[src/rtl/arb_pkg.sv]
// Shared types for the round-robin arbiter and its requester agents.
// beat_t is the bus beat layout at the default data width, reused by the arbiter bus mux.
package arb_pkg;

  typedef enum logic [1:0] {
    IDLE = 2'd0,
    REQ  = 2'd1,
    XFER = 2'd2
  } state_t;

  localparam int ARB_DEPTH  = 4;
  localparam int ARB_DATA_W = 32;
  localparam int PTR_W      = $clog2(ARB_DEPTH);

  typedef struct packed {
    logic                  last;
    logic [ARB_DATA_W-1:0] data;
  } beat_t;

endpackage

[src/rtl/arb_req_fifo.sv]
// Synchronous FIFO with a combinational head. Push and pop may share a cycle, including when full.
// Latency: a pushed word is visible at dout the cycle after the push. Reset flushes by clearing the pointers.
module arb_req_fifo
  import arb_pkg::*;
#(
  parameter int W     = 33,
  parameter int DEPTH = 4
) (
  input  logic         clk,
  input  logic         rst,
  input  logic         push,
  input  logic [W-1:0] din,
  input  logic         pop,
  output logic [W-1:0] dout,
  output logic         full,
  output logic         empty
);

  localparam int AW = $clog2(DEPTH);

  logic [W-1:0]  mem_q [DEPTH];
  logic [W-1:0]  mem_d [DEPTH];
  logic [AW-1:0] wr_ptr_q, wr_ptr_d;
  logic [AW-1:0] rd_ptr_q, rd_ptr_d;
  logic [AW:0]   cnt_q, cnt_d;
  logic          do_push, do_pop;

  assign full    = (cnt_q == (AW+1)'(DEPTH));
  assign empty   = (cnt_q == '0);
  assign dout    = mem_q[rd_ptr_q];
  assign do_pop  = pop & ~empty;
  assign do_push = push & (~full | do_pop);

  always_comb begin
    mem_d    = mem_q;
    wr_ptr_d = wr_ptr_q;
    rd_ptr_d = rd_ptr_q;
    cnt_d    = cnt_q;
    if (do_push) begin
      mem_d[wr_ptr_q] = din;
      wr_ptr_d        = wr_ptr_q + AW'(1);
    end
    if (do_pop) begin
      rd_ptr_d = rd_ptr_q + AW'(1);
    end
    case ({do_push, do_pop})
      2'b10:   cnt_d = cnt_q + (AW+1)'(1);
      2'b01:   cnt_d = cnt_q - (AW+1)'(1);
      default: cnt_d = cnt_q;
    endcase
  end

  always_ff @(posedge clk) begin
    if (rst) begin
      wr_ptr_q <= '0;
      rd_ptr_q <= '0;
      cnt_q    <= '0;
    end else begin
      wr_ptr_q <= wr_ptr_d;
      rd_ptr_q <= rd_ptr_d;
      cnt_q    <= cnt_d;
    end
  end

  // Storage needs no reset: stale words are never read once the pointers are cleared.
  always_ff @(posedge clk) begin
    mem_q <= mem_d;
  end

endmodule

[src/rtl/arb_requester.sv]
// Requester agent: buffers packets, requests the arbiter, drains one packet per grant; req rises 2 cycles after the last push.
// bus_valid follows grant and FIFO occupancy; cmd_ready drops when the FIFO is full or during reset.
module arb_requester
  import arb_pkg::*;
#(
  parameter int DATA_W     = 32,
  parameter int DEPTH      = 4,
  parameter int WAIT_LIMIT = 255
) (
  input  logic                     clk,
  input  logic                     rst,
  input  logic                     cmd_valid,
  output logic                     cmd_ready,
  input  logic [DATA_W-1:0]        cmd_data,
  input  logic                     cmd_last,
  output logic                     req,
  input  logic                     grant,
  output logic                     bus_valid,
  input  logic                     bus_ready,
  output logic [DATA_W-1:0]        bus_data,
  output logic                     bus_last,
  output logic                     starve,
  output logic [$clog2(DEPTH):0]   pkt_cnt
);

  localparam int CW = $clog2(DEPTH) + 1;
  localparam int WW = $clog2(WAIT_LIMIT + 1);

  state_t          state_q, state_d;
  logic            req_q, req_d;
  logic [CW-1:0]   pkt_cnt_q, pkt_cnt_d;
  logic [WW-1:0]   wait_cnt_q, wait_cnt_d;
  logic            starve_q, starve_d;
  logic [DATA_W:0] fifo_dout;
  logic            full, empty;
  logic            push, pop;
  logic            push_last, pop_last;

  assign cmd_ready = ~full & ~rst;
  assign push      = cmd_valid & cmd_ready;
  assign pop       = bus_valid & bus_ready;
  assign push_last = push & cmd_last;
  assign pop_last  = pop & bus_last;
  assign bus_data  = fifo_dout[DATA_W-1:0];
  assign bus_last  = fifo_dout[DATA_W];
  assign req       = req_q;
  assign starve    = starve_q;
  assign pkt_cnt   = pkt_cnt_q;

  arb_req_fifo #(
    .W     (DATA_W + 1),
    .DEPTH (DEPTH)
  ) u_fifo (
    .clk   (clk),
    .rst   (rst),
    .push  (push),
    .din   ({cmd_last, cmd_data}),
    .pop   (pop),
    .dout  (fifo_dout),
    .full  (full),
    .empty (empty)
  );

  always_ff @(posedge clk) begin
    if (rst) begin
      state_q <= IDLE;
    end else begin
      state_q <= state_d;
    end
  end

  // A full FIFO with no complete packet still requests, so long packets cut through.
  always_comb begin
    state_d = state_q;
    case (state_q)
      IDLE:    if ((pkt_cnt_q != '0) || full) state_d = REQ;
      REQ:     if (grant) state_d = XFER;
      XFER:    if (pop_last) state_d = IDLE;
      default: state_d = IDLE;
    endcase
  end

  always_comb begin
    req_d     = (state_d != IDLE);
    bus_valid = (state_q == XFER) & grant & ~empty & ~rst;
  end

  always_comb begin
    pkt_cnt_d = pkt_cnt_q;
    if (push_last && !pop_last) begin
      pkt_cnt_d = pkt_cnt_q + CW'(1);
    end else if (!push_last && pop_last) begin
      pkt_cnt_d = pkt_cnt_q - CW'(1);
    end

    wait_cnt_d = wait_cnt_q;
    if (state_q == REQ) begin
      if (grant) begin
        wait_cnt_d = '0;
      end else if (wait_cnt_q != WW'(WAIT_LIMIT)) begin
        wait_cnt_d = wait_cnt_q + WW'(1);
      end
    end

    // The counter only reaches the limit in REQ, where a last-beat pop cannot occur.
    starve_d = starve_q;
    if (pop_last) begin
      starve_d = 1'b0;
    end else if (wait_cnt_d == WW'(WAIT_LIMIT)) begin
      starve_d = 1'b1;
    end
  end

  always_ff @(posedge clk) begin
    if (rst) begin
      req_q      <= 1'b0;
      pkt_cnt_q  <= '0;
      wait_cnt_q <= '0;
      starve_q   <= 1'b0;
    end else begin
      req_q      <= req_d;
      pkt_cnt_q  <= pkt_cnt_d;
      wait_cnt_q <= wait_cnt_d;
      starve_q   <= starve_d;
    end
  end

endmodule

[config.mk]
export PLATFORM = sky130hd
export DESIGN_NAME = arb_requester
export DESIGN_NICKNAME = d
export VERILOG_FILES = /design/src/rtl/arb_pkg.sv /design/src/rtl/arb_req_fifo.sv /design/src/rtl/arb_requester.sv
export SDC_FILE = /design/constraint.sdc
export NUM_CORES = 1
export LEC_CHECK = 0
export ABC_AREA = 1
export CAP_MARGIN = 15
export CORE_AREA = 2 2 124 126
export CTS_BUF_LIST = sky130_fd_sc_hd__clkbuf_2
export CTS_CLUSTER_SIZE = 20
export DETAILED_ROUTE_END_ITERATION = 7
export DIE_AREA = 0 0 126 128
export GPL_TIMING_DRIVEN = 0
export PLACE_DENSITY = 0.67
export SETUP_SLACK_MARGIN = 0.1
export SYNTH_ARGS = -nofsm -noshare
export SYNTH_HDL_FRONTEND = slang
export SYNTH_SLANG_ARGS = --single-unit
[constraint.sdc]
create_clock -name clk -period 3.8 [get_ports clk]
set_input_delay 1.14 -clock clk [delete_from_list [all_inputs] [get_ports clk]]
set_output_delay 1.14 -clock clk [all_outputs]
set_load 0.05 [all_outputs]
==> After elaboration in Yosys (flattened, before gate mapping) <==
Cells that the tools add are included.
{ "op_classes": {"magnitude_cmp": 3, "n_bitwise": 16, "reduce_logical": 13, "eq_ne": 7, "mux": 16, "n_addsub": 7} }
{ "ops": {"columns": ["operator", "n"], "rows": [
  ["$bwmux 132", 1],
  ["$mux 33", 3],
  ["$bmux 33 s2", 1],
  ["$demux 33 s2", 1],
  ["$mux 8", 3],
  ["$and 1x1->1", 10],
  ["$add 8x1->8 const B", 1],
  ["$eq 8x8->1 const B", 1],
  ["$ne 8x8->1 const B", 1],
  ["$add 3x1->3 const B", 2],
  ["$ge 3x3->1 const B", 2],
  ["$mux 2", 3],
  ["$mux 3", 2],
  ["$not 2->3", 2],
  ["$pmux 2 s3", 1],
  ["$pmux 3 s2", 1],
  ["$reduce_bool 2->1", 3],
  ["$sub 3x1->3 const B", 2],
  ["$add 2x1->2 const B", 2],
  ["$eq 2x1->1 const B", 2],
  ["$eq 2x2->1 const B", 2],
  ["$eq 3x3->1 const B", 1],
  ["$logic_and 1x1->1", 3],
  ["$logic_not 3->1", 1],
  ["other kinds (8)", 11]
]} }
{ "word_totals": {"reg_bits": 154, "inputBits": 38} }

==> Depth between registers and ports, before layout <==
{ "depth": {"ltp_word": 10, "mapped_depth": 14, "ltp_nobuf": 14} }

==> Modules after synthesis <==
Synthesis repeated with hierarchy kept, for this count alone.
{ "unflattened": {"cells_unflattened": 527, "area_unflattened_um2": 6612.6} }
{ "by_module_without_submodules": {"columns": ["mod", "area_per_inst_um2", "instances", "cells_per_inst", "seq_area_each_um2"], "rows": [
  ["arb_req_fifo", 5654.2, 1, 390, 4103.9],
  ["arb_requester", 958.4, 1, 137, 300.3]
]} }

==> Least setup slack after synthesis <==
No wires, ideal clock.
{ "synth_timing": {"kind": "in2reg", "from": "input rst", "to": "register u_fifo.mem_q[0] (netlist name) (enable)", "path_slack_ps": -309, "n_path_buf": 0, "stages": 3, "setup_time_ps": 423, "arrival_time_ps": 3686, "cell_sequence": "nor2_1 nand2_1 nor2_1"} }
{ "synth_between": {"elab_chain_len": 6, "elab_cells_between_ends": 8} }
{ "synth_rtl": {"columns": ["element", "line", "rtl"], "rows": [
  ["from (decl)", "arb_requester.sv:11", "input logic rst,"],
  ["$not 1->1 (*)", "arb_requester.sv:39, arb_requester.sv:85", null],
  ["$and 1x1->1", "arb_requester.sv:85", "bus_valid = (state_q == XFER) & grant & ~empty & ~rst;"],
  ["$and 1x1->1", "arb_requester.sv:41", "assign pop = bus_valid & bus_ready;"],
  ["$and 1x1->1", "arb_req_fifo.sv:31", "assign do_pop = pop & ~empty;"],
  ["$or 1x1->1", "arb_req_fifo.sv:32", "assign do_push = push & (~full | do_pop);"],
  ["$and 1x1->1 (*)", "arb_req_fifo.sv:32", null],
  ["to (signal assigned)", "arb_req_fifo.sv:67", "mem_q <= mem_d;"],
  ["to (decl)", "arb_req_fifo.sv:21", "logic [W-1:0] mem_q [DEPTH];"]
]} }
Mark *: on every way between the ends. The rest lies on a longest branch, timed or not.
A chain may end at the register's enable or synchronous reset.

==> Final worst setup path <==
{ "layout_timing": {"from": "input rst", "to": "output bus_valid"} }
{ "layout_between": {"elab_chain_len": 2} }
{ "layout_rtl": {"columns": ["element", "line", "rtl"], "rows": [
  ["$not 1->1", "arb_requester.sv:85", null],
  ["$and 1x1->1", "arb_requester.sv:85", null],
  ["to (decl)", "arb_requester.sv:18", "output logic bus_valid,"]
]} }
No other way between the ends.

==> results.md <==
- The routed layout has 4,191 vias.
- The startpoint of the worst hold path is starve.
- The buffer levels on the longest clock path is 2.
- The minimum setup slack among reg-to-reg paths is 1320 ps.
- The floorplan step defined a die boundary enclosing 16,100 sq um.
- Once detailed placement completed, the half-perimeter wirelength came to 8.64 mm.
- The number of violations reported at the end of detailed-routing iteration 0 is 347.
- For the worst setup path, the data required time is 2660 ps.
- The final-layout fill cell count is 1,291.
- By instance count, the leading cell after synthesis is sky130_fd_sc_hd__edfxtp_1.
- The share of flip-flops with an asynchronous set or reset is 0.
- Dividing the final minimum period by the clock period gives 0.951.
- In this run, distinct cell masters in the synthesized netlist total 26.
- The run finished with clean final reports.
- The clock reaches the later pin of the worst-skew pair after 700 ps.
- The number of input and output port buffers inserted is 77.
- The die width is 126 um.
- The count of final max-slew check failures is 0.
- The largest total area in the synthesized netlist belongs to sky130_fd_sc_hd__edfxtp_1.
- The worst-case clock skew is 27.1 ps.
- The number of global-route vias before repair is 4,143.
- The fraction of final layout cells sized beyond drive strength 1 is 0.169.
- The post-synth net total is 561.
- Setup repair after global routing could not meet its margin everywhere.
- The TritonCTS clock tree is built.
- The hold buffer count at cts is 0.
- The tree built by TritonCTS fans out to 154 sinks.
- The number of clock buffers added by TritonCTS is 17.
- The accumulated negative setup slack is 0 ps.
- For this run, the top clock speed supported by timing is 277 MHz.
- The die height is 128 um.
- STA classifies the critical path startpoint as a primary input.
- The relative max-transition margin is 0.622.
- During I/O placement, the number of pins put on the boundary was 78.
- The wire length of the first global-routing pass is 21.3 mm.
- In this run the critical register-to-register path is captured at u_fifo.cnt_q[2].
- For the worst flop-to-flop path, the logic depth is 11.
- The category of the most critical setup path is primary input to output pin.
- Yosys mapped a number of flops with a built-in enable equal to 132.
- In the final routed layout, each cell accounts on average for 16.5 um.
- For the pin with the worst max-slew slack, the measured transition is 566 ps.
- Of the synthesized area, sequential elements account for 0.717.
- Along the worst hold path, the cell count comes to 2.
- For this run, the total global-route usage over all layers was measured as 0.172.
- The H-tree depth is 4.
- In the routed layout, each cell is associated on average with a via count of 5.14.
- Entering global routing, the biggest net connects 25 pins.
- The worst-case IR drop observed on VDD is 0.140 mV.
- The length of the first detailed-routing pass in iterations is 5.
- The static leakage power is 0.00265 uW.
- The commonest cells after synthesis are 132 x sky130_fd_sc_hd__edfxtp_1, 88 x sky130_fd_sc_hd__nor2_1, 78 x sky130_fd_sc_hd__o21ai_0, 49 x sky130_fd_sc_hd__nand2_1, 33 x sky130_fd_sc_hd__o22ai_1.
- The starting density of the core is 0.413.
- The number of antenna violations at the first check in global routing came to 0.
- The root cell of the clock tree is sky130_fd_sc_hd__clkbuf_2.
- The worst setup path is captured at an output pin.
- The critical path starts at rst.
- The synthesized area divided by synthesized cell count is 12.0 sq um.
- The max-capacitance violation count is 0.
- By area the synthesized netlist is led by sky130_fd_sc_hd__edfxtp_1 65%, sky130_fd_sc_hd__dfxtp_1 7.2%, sky130_fd_sc_hd__o21ai_0 6.4%, sky130_fd_sc_hd__nor2_1 5.4%, sky130_fd_sc_hd__o22ai_1 3.4%.
- The post-synthesis cell area is 6140 sq um.
- For this run the aggregate overflow at the end of global routing stands at 0.
- In this run the critical register-to-register path is launched from u_fifo.cnt_q[2].
- The count of antenna diodes in the layout is 0.
- Counting every instance in the synthesized netlist gives 514.
- The critical-path maximum fanout is 4.
- The path type of the worst min-delay path is register to register.
- The final core utilization is 0.506.
- The standard cell core area is 14,900 sq um.
- The number of failing hold endpoints at the final stage is 0.
- The number of rows created at floorplan is 45.
- Yosys printed 0 warnings.
- The most used flip-flop cell after synthesis is sky130_fd_sc_hd__edfxtp_1.
- The fraction of synthesized cell area taken by the top area cell type is 0.645.
- Setup violations remaining at the end of the flow were counted as 0.
- Routability-driven placement finished with a final weighted congestion of 0.760.
- In the routed design, unresolved DRC markers number 0.
- The power per standard cell area is 419 nW/um^2.
- Compared with the post-synthesis result, the final layout area differs by 22.4%.
- The count of state elements after synthesis is 154.
- The routed design has 13.4 mm of wire.
- The register clock-pin slew on the reported worst setup and hold paths is 210 ps.
- After the last flow step, the layout net total stands at 661.
- The shortest clock period the worst path allows after layout is 3610 ps.
- The end point of the worst hold path is starve.
- The data arrival time of the critical path is 2470 ps.
- Once detail routing completed, the nets flagged for antenna violations numbered 0.
==> metrics by stage <==
stage	cell area (sq um)	worst slack (ps)	hold WS, ps	instances	total power [uW]
after CTS	7590	81.0	495	815	3180
final	7520	186	491	815	3150
after floorplan	6140	-309	464	514	2080
after global placement	7150	-1240	454	779	2200
after detailed placement	7270	-244	468	783	2210
after global routing	7520	73.1	514	815	3270
==> worst max-delay path, cell delays in order <==
cell,delay [ps]
sky130_fd_sc_hd__clkdlybuf4s50_1,490
sky130_fd_sc_hd__inv_1,110
sky130_fd_sc_hd__nand2_1,50
sky130_fd_sc_hd__nor2_1,110
sky130_fd_sc_hd__nand2_1,130
sky130_fd_sc_hd__inv_1,70
sky130_fd_sc_hd__clkdlybuf4s15_2,360
==> placed cells by master, fill, tap and decap left out, types with 20 or more instances in the layout <==
master / Yosys / routed
sky130_fd_sc_hd__edfxtp_1: 132 / 132
sky130_fd_sc_hd__clkbuf_2: 0 / 30
sky130_fd_sc_hd__o21ai_0: 78 / 78
sky130_fd_sc_hd__dfxtp_1: 22 / 21
sky130_fd_sc_hd__clkdlybuf4s50_1: 0 / 42
sky130_fd_sc_hd__inv_1: 32 / 32
sky130_fd_sc_hd__buf_2: 3 / 20
sky130_fd_sc_hd__o22ai_1: 33 / 33
sky130_fd_sc_hd__nor2_1: 88 / 84
sky130_fd_sc_hd__nand2_1: 49 / 49
==> kinds of logic (layout without fill, tap and decap cells) <==
logic type / count (synthesis) / in the layout / share of synthesized area
AND/OR/NAND/NOR: 162 / 162 / 0.112
flip-flops: 154 / 154 / 0.717
AO/OA/AOI/OAI: 132 / 132 / 0.115
buffers and inverters: 57 / 170 / 0.0354
adder cells (fa/ha/maj): 9 / 9 / 0.0208
==> worst max path at each step <==
stage | endpoint
after global routing | bus_data[21]
after global placement | u_fifo.mem_q[119]
final | bus_valid
after CTS | bus_data[28]
after floorplan | u_fifo.mem_q[0]
after detailed placement | bus_valid
==> where the power goes <==
group	internal [uW]	switching, uW
clock	432	550
sequential	1880	16.3
combinational	93.4	178
==> registers in the layout, summed over array words and instances (netlist names) <==
name / flops
u_fifo.mem_q: 132
wait_cnt_q: 8
pkt_cnt: 3
u_fifo.cnt_q: 3
state_q: 2
u_fifo.rd_ptr_q: 2
u_fifo.wr_ptr_q: 2
req: 1
starve: 1
==> layer usage <==
metal	GRT usage	wire length, um	vias up
li1	-	-	2033
met1	0.205	5720	2039
met2	0.299	6730	104
met3	0.0538	823	15
met4	0.0543	148	0
met5	0	0	-
==> what timing repair did <==
item                       CTS  global route
buffers inserted             0             0
resized for setup          116            44
setup endpoints to repair   35            32
==> cell type report <==
type | count | area, sq um | area share
clock buffer | 19 | 95.1 | 0.0126
inverter | 35 | 131 | 0.0175
buffer | 22 | 113 | 0.0150
timing repair buffer | 81 | 812 | 0.108
tap | 188 | 235 | 0.0313
sequential | 154 | 4410 | 0.586
clock inverter | 13 | 176 | 0.0235
multi-input combinational | 303 | 1550 | 0.206
No activity file was read; power rests on OpenSTA's default activity.
==> RTL change 1: new RTL, same flow settings <==
Encoding of `state_t`: now one-hot (3 bits for 3 states).
--- a/src/rtl/arb_pkg.sv
+++ b/src/rtl/arb_pkg.sv
@@ -2,10 +2,10 @@
 // beat_t is the bus beat layout at the default data width, reused by the arbiter bus mux.
 package arb_pkg;
 
-  typedef enum logic [1:0] {
-    IDLE = 2'd0,
-    REQ  = 2'd1,
-    XFER = 2'd2
+  typedef enum logic [2:0] {
+    IDLE = 3'b001,
+    REQ  = 3'b010,
+    XFER = 3'b100
   } state_t;
 
   localparam int ARB_DEPTH  = 4;
Function: no difference found for any inputs over 4 cycles, from zero or initial values and one cycle with rst high; so few cycles prove little.
==> RTL change 1 against the unedited design <==
Clock power grew 4%; highest routed layer unchanged; non-clock buffer count is the same; critical endpoint is now cmd_ready; sequential cell count grew 1; die area is the same; worst setup slack gained 0.0029 ns; cell count grew 0.37%; synthesized area grew 0.79%; count of clock-buffer cells in the layout shrank 2; fmax is essentially flat; power grew 0.33%; largest cell class unchanged; design area is essentially flat; routed wire length grew 5.4%; synthesized cell count grew 0.58%.
==> RTL change 1: results <==
[status]
status = finished, final reports clean

[placed_design]
pre_cts_slack_ns = -0.127
place_congestion = 0.802
dp_hpwl_microns = 9020
placed_area_sq_um = 7320
place_inst = 786

[global_route]
grt_pass1_vias = 4228
grt_util_met3 = 0.0401
grt_max_degree = 22
grt_usage = 0.181
met2_usage = 0.300
grt_util_met1 = 0.229
grt_pass1_wl_microns = 22100

[timing]
skew_ns = 0.0138
worstMarginPinSlew_ns = 0.677
holdWs_ns = 0.493
max_freq_ghz = 0.277

[logic_synthesis]
synth.yosys.seq_area_share = 0.714
avgSynthCellArea_sq_um = 12.0
synth_fp_nets = 564
ys_top_cells_by_area = edfxtp_1, dfxtp_1, nor2_1

[detailed_routing]
met3WireLength_microns = 644
routedWlPerCell_microns = 17.3
drt_first_iter_violations = 303
totalWireLength_microns = 14100
dr.pass1.iters = 5
met1Wirelength_microns = 6310
met2WireLength_microns = 6930

[finish]
drive_gt1_frac = 0.179
nNetsFinal = 664

[power]
powerDensity_nw_per_um2 = 420
irDropWorstVdd_v = 0.000203
p_leak_nw = 2.68

[clocking]
clock_latency_ns = 0.74
cts_resized = 93

[setup_path]
cp_max_fo = 5
r2r_cells = 12
rr_startpoint = u_fifo.cnt_q[1]$_SDFFE_PP0P_
regToRegEndpoint = pkt_cnt[2]$_SDFFE_PP0P_

[job]
drv_cap = 0

[min_path]
hp-start = starve$_SDFFE_PP0N_
RTL change 1: layout make-up:
class / count / share of cell area
clock inverter: 15 / 0.0263
clock buffer: 17 / 0.0113
buffer: 22 / 0.0145
sequential: 155 / 0.588
multi-input combinational: 305 / 0.210
inverter: 35 / 0.0181
tap: 188 / 0.0313
timing repair buffer: 81 / 0.101
RTL change 1: worst max-delay path, stage by stage:
cell	delay, ns
clkdlybuf4s50_1	0.51
a31oi_1	0.26
dlygate4sd2_1	0.56
RTL change 1: logic make-up after synthesis:
logic type                 synth area share
AOI/OAI and AO/OA                     0.114
xor gates and xnor gates            0.00283
adders and majority gates            0.0206
buffers and inverters                0.0360
DFF                                   0.714
and+or+nand+nor                       0.112
RTL change 1: power breakdown:
part	leakage, nW	total [mW]	switching [mW]	internal (mW)
clock	0.163	1.02	0.582	0.433
combinational	1.13	0.242	0.159	0.0830
sequential	1.39	1.90	0.0145	1.89
==> RTL change 2: new RTL, same settings <==
Made on the original files. Reset style: asynchronous (`rst`), changed in 3 clocked blocks.
--- a/src/rtl/arb_req_fifo.sv
+++ b/src/rtl/arb_req_fifo.sv
@@ -50,7 +50,7 @@
     endcase
   end
 
-  always_ff @(posedge clk) begin
+  always_ff @(posedge clk or posedge rst) begin
     if (rst) begin
       wr_ptr_q <= '0;
       rd_ptr_q <= '0;
--- a/src/rtl/arb_requester.sv
+++ b/src/rtl/arb_requester.sv
@@ -61,7 +61,7 @@
     .empty (empty)
   );
 
-  always_ff @(posedge clk) begin
+  always_ff @(posedge clk or posedge rst) begin
     if (rst) begin
       state_q <= IDLE;
     end else begin
@@ -111,7 +111,7 @@
     end
   end
 
-  always_ff @(posedge clk) begin
+  always_ff @(posedge clk or posedge rst) begin
     if (rst) begin
       req_q      <= 1'b0;
       pkt_cnt_q  <= '0;
Function: differs if rst is asserted again (counterexample within 4 cycles, from zero or initial values and one cycle with rst high); with rst held inactive, the same outputs for 4 cycles.
==> RTL change 2 against the unedited design <==
Cell count is 4.0% lower; first-iteration DRC count grew 19%; routed wire length down 0.86%; synthesized area increased by 1.2%; worst setup slack improved by 0.018 ns; sequential cell count is the same; global-route usage increased by 0.25 points; non-clock buffer count fell by 2; via count down 4.7%; critical path depth fell by 2; critical path type unchanged; highest routed layer unchanged; critical endpoint unchanged; design area increased by 0.13%.
Power is not compared: it rests on default switching activity, and its combinational part moved more than twofold at a synthesized area within 25%.
==> RTL change 2: results <==
[timing]
skew_ns = 0.0224
slew_headroom = 0.419

[global_route]
grt_max_degree = 23
grt_pass1_vias = 4127
grt_pass1_wl_microns = 21600
grt_usage = 0.175
antenna_found_initial = 0

[power]
p_sw_mw = 2.73
irDropWorstVdd_v = 0.000411
p_leak_nw = 2.77

[setup_path]
critPathSlowestCell = clkdlybuf4s50_1
cp_max_fo = 3
crit_path_max_incr_delay_ns = 0.46

[clocking]
numCtsBuffers = 17
clock_latency_ns = 0.66
cts.clk_slew.worst_paths_ns = 0.19
cts_htree_levels = 4
clk_path_buf_depth = 2

[detailed_routing]
num_vias = 3992
postRouteAntennaNets = 0
routedWlPerCell_microns = 17.0
dr.pass1.iters = 4
drt_first_iter_violations = 413
totalWireLength_microns = 13300

[placed_design]
placed_area_sq_um = 7360
place_inst = 751
dp_hpwl_microns = 8920
place_congestion = 0.789

[logic_synthesis]
ys_top_cells_by_area = edfxtp_1, dfrtp_1, o21ai_0
netlist_instances = 482
synth_fp_nets = 529
ys_types = 34
synthTopCellsByCount = edfxtp_1, nor2_1, o21ai_0
synthArstFlopShare = 0.143
synth_flop_cell = edfxtp_1
synth.yosys.seq_area_share = 0.726

[min_path]
hold_class = register to register

[finish]
drive_gt1_frac = 0.185
nNetsFinal = 629

[status]
status = finished, final reports clean
-- RTL change 2: path summary, 6_finish.rpt --
kind / start / to / slack (ns) / cells past startpoint
max reg2reg: u_fifo.rd_ptr_q[1]$_DFFE_PP0P_ / pkt_cnt[1]$_DFFE_PP0P_ / 1.34 / 8
max in group asynchronous: rst / u_fifo.rd_ptr_q[0]$_DFFE_PP0P_ / 2.18 / 2
max: rst / bus_valid / 0.20 / 5
min: pkt_cnt[2]$_DFFE_PP0P_ / pkt_cnt[2]$_DFFE_PP0P_ / 0.55 / 1
min in group asynchronous: rst / req$_DFF_PP0_ / 1.02 / 2
min reg2reg: pkt_cnt[2]$_DFFE_PP0P_ / pkt_cnt[2]$_DFFE_PP0P_ / 0.55 / 1
-- RTL change 2: logic make-up after synthesis --
logic type,count (synthesis),synth area share
multiplexers,1,0.00181
XOR/XNOR,7,0.00986
adder cells (fa/ha/maj),9,0.0205
AND/OR/NAND/NOR,141,0.106
flip-flops,154,0.726
buffers and inverters,55,0.0336
AO/OA/AOI/OAI,115,0.102
-- RTL change 2: metrics by stage --
stage	TNS (ns)	worst slack (ns)	power, mW
2_1_floorplan	-8.11	-0.0614	4.19
3_3_place_gp	-44.84	-0.349	5.18
3_5_place_dp	-0.351	-0.327	5.28
4_1_cts	0	0.106	6.07
5_1_grt	0	0.0857	6.29
6_report	0	0.204	5.95
-- RTL change 2: routing by layer --
layer,up-vias,part of all wire,GRT usage
li1,1926,-,-
met1,1959,0.42,0.216
met2,103,0.51,0.299
met3,4,0.063,0.0526
met4,0,0.0060,0.0498
met5,-,0,0
-- RTL change 2: critical path, delay by kind of cell --
| family | cells | cell delay, ns |
|---|---|---|
| and+or+nand+nor | 2 | 0.41 |
| buffers and inverters | 3 | 0.90 |
-- RTL change 2: cell type report --
cell class              count  area (sq um)
repair buffers             81           790
clock inverters            12           131
clock buffers              19          95.1
plain buffers              20           108
multi-input cells         273          1530
fillers                  1311          7330
inverters                  35           131
well taps                 188           235
flip-flops and latches    154          4520
-- RTL change 2: timing repair --
item | 4_1_cts | 5_1_grt
hold endpoints to repair | 0 | 0
gates resized for setup | 122 | 59
setup endpoints to repair | 35 | 33
-- RTL change 2: power groups by stage --
stage	combinational, mW	clock, mW	sequential (mW)
final	2.86	0.878	2.21
after floorplan	1.89	0	2.31
after detailed placement	3.03	0	2.25
after CTS	2.96	0.899	2.21
after global placement	2.94	0	2.24
after global routing	3.07	0.978	2.23
